File: src/rtl/seg_ctrl_pkg.sv
// Shared encodings and defaults for the seven-segment display control blocks.
package seg_ctrl_pkg;

    localparam logic ST_IDLE = 1'b0;
    localparam logic ST_SHOW = 1'b1;

    localparam logic MODE_OFF = 1'b0;
    localparam logic MODE_HEX = 1'b1;

    // One second of dwell at a 100 MHz system clock.
    localparam int DWELL_DEFAULT = 100_000_000;

endpackage

File: src/rtl/rr_pick.sv
// Round-robin picker: first set mask bit searching upward from ptr+1, wrapping,
// so the entry at ptr itself is considered last.
module rr_pick #(
    parameter int NREQ = 4
) (
    input  logic [NREQ-1:0] mask,
    input  logic [2:0]      ptr,
    output logic [NREQ-1:0] gnt,
    output logic [2:0]      idx,
    output logic            vld
);

    logic [7:0]      mask8_s;
    logic [2:0]      pos_s;
    logic [2:0]      idx_s;
    logic            vld_s;
    logic [NREQ-1:0] gnt_s;

    assign mask8_s = 8'(mask);

    // Walk the NREQ candidate positions in priority order and keep the first hit.
    always_comb begin
        idx_s = 3'd0;
        vld_s = 1'b0;
        pos_s = 3'd0;
        for (int k = 1; k <= NREQ; k++) begin
            pos_s = 3'((32'(ptr) + 32'(k)) % 32'(NREQ));
            if (!vld_s && mask8_s[pos_s]) begin
                idx_s = pos_s;
                vld_s = 1'b1;
            end else begin
                vld_s = vld_s;
            end
        end
    end

    // One-hot form of the chosen index.
    always_comb begin
        gnt_s = '0;
        for (int i = 0; i < NREQ; i++) begin
            gnt_s[i] = vld_s && (idx_s == 3'(i));
        end
    end

    assign gnt = gnt_s;
    assign idx = idx_s;
    assign vld = vld_s;

endmodule

File: src/rtl/seg_display_arbiter.sv
// Time-shares the 8-digit display between NREQ requesters: round-robin with
// urgent preemption, value latched at grant and held for the dwell period.
module seg_display_arbiter
    import seg_ctrl_pkg::*;
#(
    parameter int NREQ  = 4,
    parameter int CNT_W = 27,
    parameter int DWELL = DWELL_DEFAULT
) (
    input  logic                 CLK,
    input  logic                 RST_N,
    input  logic [NREQ-1:0]      REQ,
    input  logic [NREQ-1:0]      URG,
    input  logic [32*NREQ-1:0]   VAL,
    output logic [31:0]          HEX,
    output logic                 display_mode,
    output logic [NREQ-1:0]      GNT,
    output logic [2:0]           OWNER,
    output logic                 ACK
);

    logic             state_r, state_nxt_s;
    logic [2:0]       owner_r, owner_nxt_s;
    logic [CNT_W-1:0] cnt_r, cnt_nxt_s;
    logic [31:0]      hex_r, hex_nxt_s;
    logic             mode_r, mode_nxt_s;
    logic [NREQ-1:0]  gnt_r, gnt_nxt_s;
    logic             ack_r, ack_nxt_s;

    logic [NREQ-1:0]  urg_mask_s;
    logic [NREQ-1:0]  u_gnt_s, f_gnt_s, win_gnt_s;
    logic [2:0]       u_idx_s, f_idx_s, win_idx_s;
    logic             u_vld_s, f_vld_s;
    logic [31:0]      win_val_s;
    logic [7:0]       req8_s, urg8_s;
    logic             rearb_s;

    assign urg_mask_s = REQ & URG;
    assign req8_s     = 8'(REQ);
    assign urg8_s     = 8'(URG);

    rr_pick #(.NREQ(NREQ)) u_pick_urg (
        .mask (urg_mask_s),
        .ptr  (owner_r),
        .gnt  (u_gnt_s),
        .idx  (u_idx_s),
        .vld  (u_vld_s)
    );

    rr_pick #(.NREQ(NREQ)) u_pick_all (
        .mask (REQ),
        .ptr  (owner_r),
        .gnt  (f_gnt_s),
        .idx  (f_idx_s),
        .vld  (f_vld_s)
    );

    assign win_gnt_s = u_vld_s ? u_gnt_s : f_gnt_s;
    assign win_idx_s = u_vld_s ? u_idx_s : f_idx_s;

    // Urgent traffic only displaces a non-urgent owner; expiry and drop always do.
    assign rearb_s = (cnt_r == CNT_W'(DWELL - 1))
                   || !req8_s[owner_r]
                   || (u_vld_s && !urg8_s[owner_r]);

    // Select the winner's display word.
    always_comb begin
        win_val_s = 32'd0;
        for (int i = 0; i < NREQ; i++) begin
            if (win_idx_s == 3'(i)) begin
                win_val_s = VAL[32*i +: 32];
            end else begin
                win_val_s = win_val_s;
            end
        end
    end

    // State register.
    always_ff @(posedge CLK or negedge RST_N) begin
        if (!RST_N) begin
            state_r <= ST_IDLE;
        end else begin
            state_r <= state_nxt_s;
        end
    end

    // Next-state logic.
    always_comb begin
        state_nxt_s = state_r;
        case (state_r)
            ST_IDLE: state_nxt_s = f_vld_s ? ST_SHOW : ST_IDLE;
            ST_SHOW: state_nxt_s = (rearb_s && !f_vld_s) ? ST_IDLE : ST_SHOW;
            default: state_nxt_s = ST_IDLE;
        endcase
    end

    // Next values of the registered outputs, dwell counter and pointer.
    always_comb begin
        owner_nxt_s = owner_r;
        cnt_nxt_s   = cnt_r;
        hex_nxt_s   = hex_r;
        mode_nxt_s  = mode_r;
        gnt_nxt_s   = gnt_r;
        ack_nxt_s   = 1'b0;
        if (f_vld_s && ((state_r == ST_IDLE) || (state_r == ST_SHOW && rearb_s))) begin
            owner_nxt_s = win_idx_s;
            cnt_nxt_s   = '0;
            hex_nxt_s   = win_val_s;
            mode_nxt_s  = MODE_HEX;
            gnt_nxt_s   = win_gnt_s;
            ack_nxt_s   = 1'b1;
        end else if (state_r == ST_SHOW && !rearb_s) begin
            cnt_nxt_s   = cnt_r + CNT_W'(1);
        end else begin
            // Idle or falling idle: blank, but keep OWNER as the round-robin pointer.
            cnt_nxt_s   = '0;
            hex_nxt_s   = 32'd0;
            mode_nxt_s  = MODE_OFF;
            gnt_nxt_s   = '0;
        end
    end

    // Output and datapath registers.
    always_ff @(posedge CLK or negedge RST_N) begin
        if (!RST_N) begin
            owner_r <= 3'(NREQ - 1);
            cnt_r   <= '0;
            hex_r   <= 32'd0;
            mode_r  <= MODE_OFF;
            gnt_r   <= '0;
            ack_r   <= 1'b0;
        end else begin
            owner_r <= owner_nxt_s;
            cnt_r   <= cnt_nxt_s;
            hex_r   <= hex_nxt_s;
            mode_r  <= mode_nxt_s;
            gnt_r   <= gnt_nxt_s;
            ack_r   <= ack_nxt_s;
        end
    end

    assign HEX          = hex_r;
    assign display_mode = mode_r;
    assign GNT          = gnt_r;
    assign OWNER        = owner_r;
    assign ACK          = ack_r;

endmodule

File: config.mk
export PLATFORM = sky130hd
export DESIGN_NAME = seg_display_arbiter
export DESIGN_NICKNAME = d
export VERILOG_FILES = /design/src/rtl/seg_ctrl_pkg.sv /design/src/rtl/rr_pick.sv /design/src/rtl/seg_display_arbiter.sv
export SDC_FILE = /design/constraint.sdc
export NUM_CORES = 1
export LEC_CHECK = 0
export CORE_AREA = 2 2 97 123
export CTS_CLUSTER_DIAMETER = 30
export DETAILED_ROUTE_END_ITERATION = 10
export DIE_AREA = 0 0 99 125
export PLACE_DENSITY = 0.77
export SLEW_MARGIN = 20
export SYNTH_ARGS = -nofsm -noshare
export SYNTH_HDL_FRONTEND = slang
export SYNTH_HIERARCHICAL = 1
export SYNTH_SLANG_ARGS = --single-unit
File: constraint.sdc
create_clock -name CLK -period 3 [get_ports CLK]
set_input_delay 0.6 -clock CLK [delete_from_list [all_inputs] [get_ports CLK]]
set_output_delay 0.6 -clock CLK [all_outputs]
set_load 0.005 [all_outputs]
==> impl_metrics.py <==
metrics = {
    "run_status": {
        "outcome": "complete, no violations",
    },
    "synthesis": {
        "synth_edf_count": 0,
        "yosysTopAreaCell": "dfrtp_1",
        "yosysMostFrequentCell": "dfrtp_1",
        "syn_nets": 620,
        "synth-seq-cells": 69,
        "seq_area_frac_synth_pct": 39.4,
        "avgSynthCellArea_um2": 9.12,
        "synthTopCellsByCount": "67 x dfrtp_1, 54 x nand2_1, 34 x nor2_1, 34 x o21ai_1, 33 x a21o_1",
        "ys_types": 52,
        "ys.flop_type": "dfrtp_1",
        "yosysWarnings": 6,
        "synthCells": 481,
        "synth_top_area_share_pct": 38.2,
        "synthArstFlopShare_pct": 100,
        "synth_top_cells_by_area": "dfrtp_1 38%, a222oi_1 7.3%, a21o_1 5.6%, o211ai_1 5.5%, nand2_1 4.6%",
        "synth_area_mm2": 0.00439,
    },
    "clock_network": {
        "cts.sinks": 69,
        "htreeDepth": 3,
        "clk_pin_slew_worst_paths_ps": 50,
        "clock_latency_ps": 330,
        "cts_tree": "built",
        "cts_root_buffer": "clkbuf_16",
        "hold_buffers": 0,
        "cts_buffer_depth": 2,
        "cts_made_buffers": 9,
    },
    "layout": {
        "regArea_mm2": 0.00173,
        "drive_above_1_share_pct": 12.6,
        "syn_to_final_growth_pct": 55.4,
        "post-route-util_pct": 60.4,
        "antenna_cells": 0,
        "n_fill_cell": 937,
        "finalNetCount": 811,
        "multiInputGateArea_mm2": 0.00238,
    },
    "setup_path": {
        "critPathCaptureType": "register",
        "slowest_delay_ps": 470,
        "critical_path_class": "primary input to register",
        "cp_data_arrival_time_ps": 3100,
        "critPathRequiredTime_ps": 3210,
        "worstPathCellList": "clkdlybuf4s50_1 > buf_4 > and2b_1 > a21oi_1 > o221ai_1 > buf_4 > a32o_2 > buf_4 > buf_4 > a21o_1 > a222oi_1 > o21ai_1",
        "critPathSlowestCell": "clkdlybuf4s50_1",
        "crit_path_start_kind": "primary input",
        "cp_num_buf_inv": 5,
        "cp_top_family": "compound AO/OA/AOI/OAI gates",
        "crit_top_cell": "buf_4",
        "critPathMaxFanout": 10,
    },
    "sta": {
        "slew_violations": 0,
        "fin_crit_ps": 2890,
        "skew_ps": 5.46,
        "slew_headroom_pct": 44.4,
        "rsz0062_at_grt": "no",
        "worst_slew_pin_slew_ps": 827,
        "hold_viol_final": 0,
        "period_share_pct": 96.4,
        "max_freq_ghz": 0.346,
        "setup_viol": 0,
    },
    "global_routing": {
        "grt_pass1_vias": 4747,
        "grt_pass1_wl_mm": 23.0,
        "grt_max_degree": 44,
        "antenna_found_initial": 0,
        "grt_usage_pct": 23.1,
        "overflow": 0,
    },
    "drt": {
        "viasPerCell": 5.74,
        "vias": 4675,
        "detail-route-antenna-nets": 0,
        "drc": 0,
        "dr.pass1.iters": 8,
        "wirelength_mm": 14.5,
        "avgRoutedWirePerCell_um": 17.7,
        "drtIter0Drc": 356,
    },
    "hold_path": {
        "hold_path.class": "primary input to async pin",
    },
    "floorplan": {
        "start_util_pct": 38.9,
        "die-area_mm2": 0.0124,
        "core_area_mm2": 0.0113,
        "io_pins": 179,
        "rows": 44,
        "die_y_um": 125,
        "die_w_um": 99,
    },
    "pwr": {
        "totalPowerFinal_mw": 4.79,
        "powerDensity_mw_per_mm2": 702,
        "peakVddDrop_v": 0.000304,
        "p_leak_nw": 2.92,
    },
    "placement": {
        "place_congestion": 0.903,
        "portBuffers": 178,
        "dp.final_hpwl_mm": 10.8,
    },
    "job": {
        "maxCapViolCount": 0,
    },
}
report_power, final:
group | leakage [nW] | internal [mW] | switching, mW
registers | 0.905 | 1.22 | 0.253
logic | 1.87 | 1.31 | 0.987
clock network | 0.141 | 0.642 | 0.383
total | 2.92 | 3.17 | 1.62
sequential cells by signal, summed over array words and instances, names as in the netlist:
register      cells
state_r           1
cnt_r            27
ACK               1
HEX              32
OWNER             3
GNT               4
display_mode      1
per-layer routing:
layer  vias to the layer above  GRT usage, %  routed length (um)
li1                       2184             -                   -
met1                      2246          26.8                5620
met2                       202          40.6                7530
met3                        43          4.47                 815
met4                         0          10.8                 507
met5                         -             0                   0
per-stage QoR:
step | hold WS [ps] | setup TNS, ps | std cells | cell area, um2 | worst slack (ps)
2_1_floorplan | 304 | 0 | 481 | 4390 | 402
3_3_place_gp | 465 | -5490 | 797 | 6510 | -250
3_5_place_dp | 471 | -10250 | 797 | 6510 | -355
4_1_cts | 316 | 0 | 814 | 6800 | 3.01
5_1_grt | 345 | 0 | 815 | 6820 | 4.38
6_report | 300 | 0 | 815 | 6820 | 108
path summary, 6_finish.rpt:
check	start	to	slack [ps]	cells after the start
worst max-delay path	REQ[0]	HEX[30]	110	12
max in group asynchronous	RST_N	cnt_r[7]	2030	2
worst min-delay path	RST_N	HEX[23]	300	1
worst max register to register	OWNER[1]	HEX[30]	260	9
min in group CLK	display_mode	display_mode	480	1
worst min register to register	display_mode	display_mode	480	1
final cells by class:
class	instances	area share [%]
Tap cell	138	2.53
Multi-Input combinational cell	357	34.9
Sequential cell	69	25.4
Inverter	9	0.495
Clock buffer	12	3.47
Timing Repair Buffer	226	32.5
Clock inverter	4	0.716
worst reg2reg max path, delay by kind of cell (launching register included):
family / cells / cell delay, ps
AOI/OAI and AO/OA: 6 / 1320
and+or+nand+nor: 1 / 260
buffers and inverters: 2 / 310
DFF: 1 / 720
cells in the final DEF, fill, tap and decap left out, types with 3 or more instances in the layout:
cell type	n
buf_4	41
a21o_1	33
and2_1	5
o21ai_1	34
o21bai_1	4
or3_1	5
a211oi_1	4
and2_2	3
a21oi_1	13
xnor2_1	5
and3_1	3
nand2_1	54
and2b_1	4
a222oi_1	32
buf_12	6
inv_1	9
clkbuf_1	3
mux2_2	6
nor3_1	3
xor2_1	17
dfrtp_1	67
nor2_1	34
o211ai_1	32
o21ai_0	7
nand3_1	15
clkbuf_16	9
clkdlybuf4s50_1	177
nand4_1	9
cell families (layout without fill, tap and decap cells):
family | Yosys count | after routing | synth area share, %
flip-flops | 69 | 69 | 39.4
buffers and inverters | 55 | 251 | 7.16
AND/OR/NAND/NOR | 144 | 144 | 15.9
AO/OA/AOI/OAI | 178 | 178 | 29.6
XOR/XNOR | 22 | 22 | 4.39
adder cells (fa/ha/maj) | 1 | 1 | 0.285
multiplexers | 10 | 10 | 3.02
other | 2 | 2 | 0.171
repair_timing:
| item | 4_1_cts | 5_1_grt |
|---|---|---|
| endpoints found under the setup margin | 1 | 32 |
| pin swaps | 1 | 4 |
| gates resized for setup | 0 | 4 |
| setup buffers | 1 | 1 |
Note: power is estimated with default switching activity, not from simulation.
